**src/rtl/anode_scan_controller.sv**
```systemverilog
// Purpose : four-digit seven-segment scan sequencer with guard slots and scrolling message index.
// Latency : anode/blank/digit_sel/msg_index decode combinationally from registered phase; scan_done/scroll_step are registered (one clk after the wrapping tick).
// Backpressure: none; enable=0 freezes all counters and blanks the display.
//
// Ports:
//   clk          system clock, all state on rising edge
//   reset        synchronous active-high clear of all state
//   enable       1 = scanning runs, 0 = freeze counters and blank anodes
//   scroll_en    1 = advance the scroll offset once every SCROLL_SCANS full scans
//   anode[3:0]   active-low digit enables, anode[0] = rightmost digit
//   digit_sel    digit addressed by the current phase (0..3)
//   msg_index    message-buffer index for digit_sel, (offset + digit_sel) mod 16
//   blank        1 = all anodes are off this cycle
//   scan_done    one-cycle pulse after a full 16-phase scan completes
//   scroll_step  one-cycle pulse when the scroll offset advances
//
// Each digit owns four consecutive phase slots: setup (blank), two lit slots,
// and hold (blank). The blank slots on both sides of a digit guarantee that
// adjacent digits are never driven in the same cycle and give the message ROM
// and segment decoder a full slot of setup time before a digit lights.

module anode_scan_controller #(
   parameter int PRESCALE     = 4,
   parameter int SCROLL_SCANS = 16
) (
   input  logic       clk,
   input  logic       reset,
   input  logic       enable,
   input  logic       scroll_en,
   output logic [3:0] anode,
   output logic [1:0] digit_sel,
   output logic [3:0] msg_index,
   output logic       blank,
   output logic       scan_done,
   output logic       scroll_step
);

   // Counter widths; a count range of one still needs a 1-bit register.
   localparam int PW = (PRESCALE > 1) ? $clog2(PRESCALE) : 1;
   localparam int SW = (SCROLL_SCANS > 1) ? $clog2(SCROLL_SCANS) : 1;

   localparam logic [PW-1:0] PRESCALE_LAST = PW'(PRESCALE - 1);
   localparam logic [SW-1:0] SCAN_LAST     = SW'(SCROLL_SCANS - 1);
   localparam logic [3:0]    PHASE_LAST    = 4'hF;

   // Slot types within a digit, decoded from phase[1:0].
   localparam logic [1:0] SLOT_SETUP = 2'b00;
   localparam logic [1:0] SLOT_LIT_A = 2'b01;
   localparam logic [1:0] SLOT_LIT_B = 2'b10;
   localparam logic [1:0] SLOT_HOLD  = 2'b11;

   // ------------------------------------------------------------------
   // State
   // ------------------------------------------------------------------
   logic [PW-1:0] prescaler;
   logic [3:0]    phase;
   logic [SW-1:0] scan_cnt;
   logic [3:0]    offset;

   logic          tick;
   logic          scan_wrap;
   logic          scan_last;
   logic          scroll_now;

   // A tick only exists while enabled, so every pulse and counter below is
   // automatically frozen when enable is low.
   assign tick       = enable && (prescaler == PRESCALE_LAST);
   assign scan_wrap  = tick && (phase == PHASE_LAST);
   assign scan_last  = (scan_cnt == SCAN_LAST);
   assign scroll_now = scan_wrap && scan_last && scroll_en;

   // ------------------------------------------------------------------
   // Prescaler and phase
   // ------------------------------------------------------------------
   always_ff @(posedge clk) begin
      if (reset) begin
         prescaler <= '0;
         phase     <= '0;
      end else if (enable) begin
         if (tick) begin
            prescaler <= '0;
            phase     <= phase + 4'd1;   // 15 wraps naturally to 0
         end else begin
            prescaler <= prescaler + 1'b1;
         end
      end
   end

   // ------------------------------------------------------------------
   // Scan counter and scroll offset
   // ------------------------------------------------------------------
   // scan_cnt keeps counting with scroll_en low, so re-enabling scroll waits
   // for the next natural scan_cnt wrap instead of stepping immediately.
   always_ff @(posedge clk) begin
      if (reset) begin
         scan_cnt <= '0;
         offset   <= '0;
      end else if (scan_wrap) begin
         if (scan_last) begin
            scan_cnt <= '0;
            if (scroll_en) begin
               offset <= offset + 4'd1;
            end
         end else begin
            scan_cnt <= scan_cnt + 1'b1;
         end
      end
   end

   // ------------------------------------------------------------------
   // Registered event pulses
   // ------------------------------------------------------------------
   // Both pulses are cleared by reset on the same edge, so a wrap coinciding
   // with reset never produces a pulse.
   always_ff @(posedge clk) begin
      if (reset) begin
         scan_done   <= 1'b0;
         scroll_step <= 1'b0;
      end else begin
         scan_done   <= scan_wrap;
         scroll_step <= scroll_now;
      end
   end

   // ------------------------------------------------------------------
   // Phase decode
   // ------------------------------------------------------------------
   logic slot_lit;

   always_comb begin
      slot_lit = 1'b0;
      case (phase[1:0])
         SLOT_LIT_A: slot_lit = 1'b1;
         SLOT_LIT_B: slot_lit = 1'b1;
         SLOT_SETUP: slot_lit = 1'b0;
         SLOT_HOLD:  slot_lit = 1'b0;
         default:    slot_lit = 1'b0;
      endcase
   end

   // digit_sel and msg_index follow the held phase even while disabled so
   // the downstream ROM output stays stable across a freeze.
   assign digit_sel = phase[3:2];
   assign msg_index = offset + {2'b00, digit_sel};

   always_comb begin
      anode = 4'b1111;
      blank = 1'b1;
      if (enable && slot_lit) begin
         blank = 1'b0;
         anode = ~(4'b0001 << digit_sel);
      end
   end

endmodule

```
**config.mk**
```make
export PLATFORM = sky130hd
export DESIGN_NAME = anode_scan_controller
export DESIGN_NICKNAME = d
export VERILOG_FILES = /design/src/rtl/anode_scan_controller.sv
export SDC_FILE = /design/constraint.sdc
export NUM_CORES = 1
export LEC_CHECK = 0
export CAP_MARGIN = 20
export CORE_AREA = 10 10 62 64
export CTS_BUF_LIST = sky130_fd_sc_hd__clkbuf_4
export DETAILED_ROUTE_END_ITERATION = 10
export DIE_AREA = 0 0 72 74
export PLACE_DENSITY = 0.61
export SLEW_MARGIN = 20
export SYNTH_ARGS = -nofsm -noshare
export SYNTH_HDL_FRONTEND = slang
export SYNTH_SLANG_ARGS = --single-unit
```
**constraint.sdc**
```tcl
create_clock -name clk -period 2 [get_ports clk]
set_clock_uncertainty 0.1 [all_clocks]
set_input_delay 0.4 -clock clk [delete_from_list [all_inputs] [get_ports clk]]
set_output_delay 0.4 -clock clk [all_outputs]
set_load 0.02 [all_outputs]
```
==> results of run 1 <==
-- cells by family after synthesis --
kind of cell | Yosys count | share of synthesized area, %
adders and majority gates | 7 | 10.5
muxes | 7 | 8.68
DFF | 16 | 35.3
AOI/OAI and AO/OA | 10 | 5.92
and+or+nand+nor | 45 | 29.5
xor gates and xnor gates | 4 | 3.86
buffers and inverters | 12 | 6.34
-- sequential cells by signal (all words and copies together), names as in the netlist --
signal       flops
scroll_step      1
scan_done        1
scan_cnt         4
offset           4
phase            4
prescaler        2
-- worst register-to-register path: stages, from the launching register on --
cell and delay, ns:
dfxtp_1 0.36, ha_1 0.31, nand4_4 0.17, nor4_2 0.28, mux2_1 0.34
-- power groups by stage --
| stage | combinational [mW] | sequential, mW | clock [mW] |
|---|---|---|---|
| after global routing | 0.0395 | 0.326 | 0.186 |
| after detailed placement | 0.0352 | 0.332 | 0 |
| after global placement | 0.0342 | 0.332 | 0 |
| after CTS | 0.0351 | 0.325 | 0.174 |
| final | 0.0343 | 0.325 | 0.163 |
| after floorplan | 0.0216 | 0.332 | 0 |
-- final timing paths --
path	slack [ns]	from	depth (start not counted)	to
worst min register to register	0.42	prescaler[1]	2	prescaler[1]
worst max-delay path	0.03	phase[2]	5	msg_index[1]
worst max register to register	0.33	prescaler[0]	4	offset[3]
worst min-delay path	0.42	prescaler[1]	2	prescaler[1]
-- final cells by class --
cell class,count,area share [%]
Timing Repair Buffer,30,20.2
Multi-Input combinational cell,73,46.3
Inverter,6,1.84
Clock buffer,3,1.84
Tap cell,31,3.17
Sequential cell,16,26.7
-- timing repair --
item,CTS,global route
resized for setup,26,19
setup endpoints to repair,9,8
buffers inserted,0,0
pin swaps,0,3
-- metal layers --
| layer | global-route usage [%] | vias to the layer above | share of wire, % |
|---|---|---|---|
| li1 | - | 407 | - |
| met1 | 7.65 | 365 | 40 |
| met2 | 13.5 | 11 | 52 |
| met3 | 3.06 | 4 | 6.1 |
| met4 | 4.52 | 0 | 1.4 |
| met5 | 0 | - | 0 |
-- per-stage QoR --
stage,setup TNS [ns],std cells,setup slack [ns]
after floorplan,0,101,0.148
after global placement,-1.50,156,-0.311
after detailed placement,-1.57,156,-0.311
after CTS,-0.184,159,-0.184
after global routing,-0.0525,159,-0.0286
final,0,159,0.0287
-- placed cells by master (no fill, tap or decap), types with 2 or more instances in the layout --
master / n
a21oi_1: 5
buf_4: 17
clkbuf_4: 3
clkdlybuf4s50_1: 7
dfxtp_1: 11
dfxtp_2: 5
dlygate4sd2_1: 2
ha_1: 4
ha_4: 2
inv_1: 4
inv_2: 2
mux2_2: 2
mux2i_1: 3
nand2_1: 6
nand2b_1: 2
nand3_1: 6
nand4_1: 4
nor2_1: 10
nor2b_1: 4
nor3_1: 2
nor4_2: 2
o21ai_0: 3
or3_1: 3
xor2_1: 2
==> out/qor.yml, run 1 <==
worst_pin_slew_ns: 0.413
worstPathArrival_ns: 1.47
io_buffers: 16
cts_hold_buf: 0
critPathCaptureType: "output port"
finalMaxSlewViolations: 0
rsz0062_at_grt: "yes"
drt-total-wl_mm: 1.96
cts_buffer_depth: 2
clk_latency_ns: 0.28
crit_type: "register to output port"
cp_data_required_time_ns: 1.50
first_pass_iters: 4
place_congestion: 0.806
track_usage_pct: 7.72
seq_area_um2: 327
crit_path_top_delay_cell: "fa_2"
yosys_warnings: 0
p_int_uw: 409
hold_ws_ns: 0.415
max_freq_mhz: 507
multiInputGateArea_um2: 566
hold_viol_final: 0
drv_cap: 0
placed_area_um2: 1180
outcome: "completed"
hold_path_class: "register to register"
diodes: 0
ys_seq_area_share_pct: 35.3
crit_path_start_kind: "register"
fin_crit_ns: 1.97
cts_sinks: 16
combPwrFrac_pct: 6.6
synth_nets: 112
ir_drop_mv: 0.461
vias: 787
cts_tree: "yes"
fin_area_um2: 1220
drc: 0
nets: 141
dieWidth_um: 72
yosysMostFrequentCell: "dfxtp_1"
drt-initial-drc-count: 18
cp_max_fo: 2
antenna_left: 0
cpLargestDelayFamily: "adder cells"
worstPathCellList: "ha_4, inv_2, fa_2, inv_2, buf_6"
die_area_um2: 5330
area_growth_pct: 34.6
die_h_um: 74
relSlewSlack_pct: 72.4
post_drt_wl_per_cell_um: 12.4
antenna_found_initial: 0
setup_violations: 0
overflow: 0
drive_above_1_share_pct: 32.0
num_rows: 19
yosysTopAreaCell: "dfxtp_1"
clkSlewWorstSetupHoldPaths_ns: 0.08
synth_area_leaders: "dfxtp_1, ha_1, nor2_1"
final_util_pct: 45.9
path_buf_inv: 3
p_sw_share_pct: 21.8
ys_async_sr_fraction_pct: 0
yosysUniqueCellTypes: 32
htreeDepth: 1
grt_pass1_vias: 771
avgSynthCellArea_um2: 8.99
synthTopCellsByCount: "dfxtp_1, nor2_1"
fill_cells: 261
core_area_um2: 2660
dp_hpwl_mm: 1.54
io_pins: 17
via_per_inst: 4.95
syn_area_um2: 908
crit_top_cell: "inv_2"
synth_top_area_share_pct: 35.3
root_buffer: "clkbuf_4"
initial_core_util_pct: 34.1
ys_seq_elements: 16
clkPwrFrac_pct: 31.2
syn_inst: 101
grt_max_degree: 14
cts_made_buffers: 3
ys.flop_type: "dfxtp_1"
critPathMaxStageDelay_ns: 0.52
synth_edf_count: 0
grt_pass1_wl_mm: 3.28
p_seq_share_pct: 62.2
switchingPower_uw: 114
power_density_nw_per_um2: 427
leakagePower_nw: 0.493
fin_crit_sh_pct: 98.6
power_uw: 522
(Power assumes the default switching activity.)
==> run 2, diff against run 1 <==
CORE_AREA = 10 10 59 61   (was 10 10 62 64)
CTS_BUF_LIST = sky130_fd_sc_hd__clkbuf_16   (was sky130_fd_sc_hd__clkbuf_4)
CTS_CLUSTER_SIZE = 30   (was default)
DIE_AREA = 0 0 69 71   (was 0 0 72 74)
PLACE_DENSITY = 0.67   (was 0.61)
==> out/qor.yml, run 2 (synthesized netlist as in run 1, its figures left out) <==
setup_violations: 0  # unchanged
whs_endpoint: "scan_cnt[1]"
vias: 806  # +2.4%
rr_worst_depth: 4  # unchanged
first_pass_iters: 4  # unchanged
cts_made_buffers: 3  # unchanged
relSlewSlack_pct: 76.6  # +4.3 points
nets: 144  # +2.1%
outcome: "completed"
hold_path_class: "register to register"
clkSlewWorstSetupHoldPaths_ns: 0.04  # -0.04 ns
die_area_um2: 4900  # -8.1%
io_buffers: 16  # unchanged
hold_viol_final: 0  # unchanged
fin_crit_sh_pct: 96.9  # -1.6 points
power_density_nw_per_um2: 582  # +36%
num_rows: 18  # -1
worstPathArrival_ns: 1.44  # -0.03 ns
combPwrFrac_pct: 5.0  # -1.6 points
drv_cap: 0  # unchanged
worst_pin_slew_ns: 0.349  # -0.0638 ns
via_per_inst: 5.01  # +1.1%
dieWidth_um: 69  # -4.2%
power_uw: 736  # +41%
overflow: 0  # unchanged
cp_data_required_time_ns: 1.50  # about the same
clkPwrFrac_pct: 50.7  # +20 points
diodes: 0  # unchanged
io_pins: 17  # unchanged
cts_buffer_depth: 2  # unchanged
finalMaxSlewViolations: 0  # unchanged
grt_max_degree: 11  # -3
core_area_um2: 2390  # -10%
grt_pass1_wl_mm: 3.33  # +1.5%
final_util_pct: 52.9  # +7.0 points
final_common_cell: "buf_4"
placed_area_um2: 1190  # +1.2%
ir_drop_mv: 1.03  # +120%
post_drt_wl_per_cell_um: 11.8  # -4.3%
cp_max_fo: 2  # unchanged
area_growth_pct: 39.1
reg_top3: "offset: 4 flops, phase: 4 flops, scan_cnt: 4 flops"
critPathCaptureType: "output port"
track_usage_pct: 8.09  # +0.37 points
p_int_uw: 603  # +48%
reg2reg_from: "prescaler[0]"
hold_start: "scan_cnt[1]"
drt-total-wl_mm: 1.90  # -3.1%
antenna_found_initial: 0  # unchanged
cts_sinks: 16  # unchanged
grt_pass1_vias: 749  # -2.9%
initial_core_util_pct: 38.1  # +3.9 points
drt-initial-drc-count: 9  # -9
die_h_um: 71  # -4.1%
r2r_setup_slack_ns: 0.35  # +0.02 ns
drc: 0  # unchanged
p_sw_share_pct: 18.0  # -3.8 points
htreeDepth: 1  # unchanged
crit_path_start_kind: "register"
switchingPower_uw: 133  # +16%
hold_ws_ns: 0.415  # -0.0000410 ns
max_freq_mhz: 516  # +1.7%
drive_above_1_share_pct: 29.0  # -3.0 points
p_seq_share_pct: 44.4  # -18 points
r2r-end: "offset[3]"
cts_tree: "yes"
dp_hpwl_mm: 1.57  # +1.8%
final_cell_mix: "buf_4, dfxtp_1, nor2_1, clkdlybuf4s50_1"
leakagePower_nw: 0.519  # +5.2%
place_congestion: 0.776  # -3.7%
holdPathStages: 2  # unchanged
root_buffer: "clkbuf_16"
clk_latency_ns: 0.24  # -0.04 ns
crit_type: "register to output port"
fin_crit_ns: 1.94  # -0.0324 ns
antenna_left: 0  # unchanged
fin_area_um2: 1260  # +3.4%
cts_hold_buf: 0  # unchanged
[run 2: cell count changes in the layout (fill, tap and decap cells not counted), moves of 2 or more]
cell,before,now
inv_2,2,0
inv_1,4,6
clkbuf_4,3,0
dfxtp_1,11,14
clkbuf_16,0,3
buf_2,1,3
dfxtp_2,5,2
[run 2: power groups by stage]
stage                     clock network (mW)  registers, mW  logic (mW)
after floorplan                            0          0.332      0.0216
after global placement                     0          0.332      0.0358
after detailed placement                   0          0.332      0.0371
after CTS                              0.385          0.326      0.0372
after global routing                   0.397          0.327      0.0407
final                                  0.373          0.326      0.0366
[run 2: how the worst max path moves through the flow]
stage                        end       from
floorplan           msg_index[2]   phase[3]
global placement        anode[2]     enable
detailed placement      anode[2]     enable
CTS                 msg_index[2]  offset[0]
global route        msg_index[1]  offset[0]
finish              msg_index[1]  offset[0]
[run 2: final cells by class]
cell class                      instances  area, um2
Sequential cell                        16        323
Inverter                                6       22.5
Timing Repair Buffer                   33        260
Fill cell                             237       1120
Clock buffer                            3       75.1
Multi-Input combinational cell         73        546
Tap cell                               30       37.5
[run 2: critical path, stage by stage (launching register included)]
cell and delay (ns):
dfxtp_2 0.34, ha_4 0.13, inv_1 0.04, fa_2 0.51
inv_1 0.04, buf_6 0.12
[run 2: metal layers]
metal	vias up	track usage, %	share of wire [%]
met5	-	0	0
met4	0	4.70	2.3
met3	4	3.35	4.7
met2	15	12.9	47
met1	371	8.86	46
li1	416	-	-
[run 2: through the flow]
| step | setup TNS (ns) | instances | setup slack [ns] |
|---|---|---|---|
| after CTS | -0.187 | 160 | -0.187 |
| final | 0 | 161 | 0.0611 |
| after floorplan | 0 | 101 | 0.148 |
| after global routing | -0.00190 | 161 | -0.00190 |
| after global placement | -1.66 | 157 | -0.323 |
| after detailed placement | -1.83 | 157 | -0.333 |
[run 2: what timing repair did]
item	in CTS	in global routing
setup buffers	0	1
endpoints found under the setup margin	8	4
gates cloned	0	0
gates resized for setup	22	15
==> run 3, diff against run 2 <==
clock period = 1.8 ns   (was 2 ns; I/O delays follow)
==> out/qor.yml, run 3 (synthesized netlist as in run 1, its figures left out) <==
fin_crit_ns: 1.91
outcome: "complete, but fails checks"
drive_above_1_share_pct: 38.1  # +9.1 points
drc: 0  # unchanged
grt_pass1_wl_mm: 3.81  # +15%
setup_violations: 4  # +4
combPwrFrac_pct: 5.0  # about the same
num_rows: 18  # unchanged
cts_sinks: 16  # unchanged
place_congestion: 0.759  # -2.1%
initial_core_util_pct: 38.1  # unchanged
first_pass_iters: 4  # unchanged
via_per_inst: 5.10  # +1.8%
worstPathArrival_ns: 1.45  # about the same
antenna_left: 0  # unchanged
fin_ws_ns: -0.111  # -0.172 ns
diodes: 0  # unchanged
r2r_setup_slack_ns: 0.18  # -0.17 ns
track_usage_pct: 9.28  # +1.2 points
nets: 146  # +1.4%
core_area_um2: 2390  # unchanged
finalMaxSlewViolations: 0  # unchanged
drt-met1-wl_um: 886  # +1.7%
die_area_um2: 4900  # unchanged
leakagePower_nw: 0.558  # +7.4%
relSlewSlack_pct: 75.4  # -1.2 points
topRoutingLayerUsed: "met4"
reg_top3: "offset: 4 flops, phase: 4 flops, scan_cnt: 4 flops"
area_growth_pct: 47.5
post_drt_wl_per_cell_um: 13.7  # +16%
hold_path_class: "register to register"
overflow: 0  # unchanged
dr_wl_met3_um: 98  # +10%
worst_pin_slew_ns: 0.368  # +0.0187 ns
final_cell_mix: "buf_4, nor2_1, dfxtp_1, nand3_1"
vias: 836  # +3.7%
clkSlewWorstSetupHoldPaths_ns: 0.05  # about the same
cts_tree: "yes"
root_buffer: "clkbuf_16"
critPathCaptureType: "output port"
grt_max_degree: 11  # unchanged
drv_cap: 0  # unchanged
final_common_cell: "buf_4"
crit_type: "register to output port"
dp_hpwl_mm: 1.70  # +8.6%
io_pins: 17  # unchanged
p_seq_share_pct: 42.7  # -1.7 points
pre_cts_slack_ns: -0.440  # -0.107 ns
htreeDepth: 1  # unchanged
p_int_uw: 673  # +12%
final_cell_count_no_fill: 164  # +1.9%
clk_latency_ns: 0.25  # about the same
violations: "negative setup slack"
p_sw_share_pct: 20.3  # +2.3 points
crit_path_start_kind: "register"
die_h_um: 71  # unchanged
io_buffers: 16  # unchanged
cp_max_fo: 2  # unchanged
cts_buffer_depth: 2  # unchanged
dpl.cell_count: 160  # +1.9%
antenna_found_initial: 0  # unchanged
power_density_nw_per_um2: 630  # +8.3%
cp_data_required_time_ns: 1.34  # -0.16 ns
grt_pass1_vias: 857  # +14%
dieWidth_um: 69  # unchanged
drt-initial-drc-count: 42  # +33
drt-total-wl_mm: 2.25  # +18%
switchingPower_uw: 171  # +29%
max_freq_mhz: 523
rsz0062_at_grt: "yes"
hold_viol_final: 0  # unchanged
cts_made_buffers: 3  # unchanged
fin_crit_sh_pct: 106
clkPwrFrac_pct: 52.2  # +1.5 points
routed-wl-met2_mm: 1.21  # +34%
ir_drop_mv: 0.416  # -60%
-- run 3: cell types whose count changed in the layout (fill, tap and decap cells not counted), sizes merged --
| cell | delta |
|---|---|
| clkbuf | -2 |
| clkdlybuf4s15 | +1 |
| buf | +3 |
| clkdlybuf4s50 | -4 |
| clkinv | +1 |
| dlygate4sd2 | +4 |
-- run 3: per-layer routing --
layer  GRT usage [%]  vias to the layer above
met5               0                        -
li1                -                      417
met2            17.3                       19
met3            2.23                        4
met1            8.93                      396
met4            6.04                        0
-- run 3: worst paths after layout --
kind	startpoint	endpoint	depth (start not counted)
worst max-delay path	offset[0]	msg_index[1]	5
worst min-delay path	scan_cnt[1]	scan_cnt[1]	2
worst max register to register	scan_cnt[0]	offset[2]	4
worst min register to register	scan_cnt[1]	scan_cnt[1]	2
-- run 3: final cells by class --
| type | count | area (um2) |
|---|---|---|
| fill | 235 | 1050 |
| multi-input combinational | 73 | 586 |
| sequential | 16 | 330 |
| timing repair buffer | 35 | 285 |
| clock buffer | 3 | 75.1 |
| tap | 30 | 37.5 |
| inverter | 6 | 22.5 |
| clock inverter | 1 | 3.75 |
-- run 3: stage by stage --
stage	hold WS, ns	util (%)	area [um2]	TNS, ns	power [mW]
floorplan	0.353	-	916	0	0.393
global placement	0.381	51.2	1220	-3.07	0.409
detailed placement	0.408	51.2	1220	-3.45	0.412
CTS	0.416	56.3	1340	-0.286	0.851
global route	0.454	56.1	1340	-0.377	0.869
finish	0.418	56.1	1340	-0.209	0.845
-- run 3: power by group through the flow --
stage	Sequential, mW	Combinational [mW]	Clock (mW)
after floorplan	0.369	0.0240	0
after global placement	0.369	0.0406	0
after detailed placement	0.369	0.0427	0
after CTS	0.362	0.0429	0.446
after global routing	0.361	0.0470	0.461
final	0.361	0.0427	0.441
-- run 3: repair_timing --
action / CTS / global route
gates resized for setup: 53 / 2
hold buffers: 0 / 0
buffers inserted: 0 / 0
setup endpoints to repair: 11 / 6
gates cloned: 0 / 0
pin swaps: 4 / 2
-- run 3: worst max-delay path, cell delays in order (launching register included) --
cell	delay, ns
dfxtp_2	0.35
ha_4	0.14
inv_2	0.03
fa_2	0.52
inv_2	0.03
buf_6	0.12
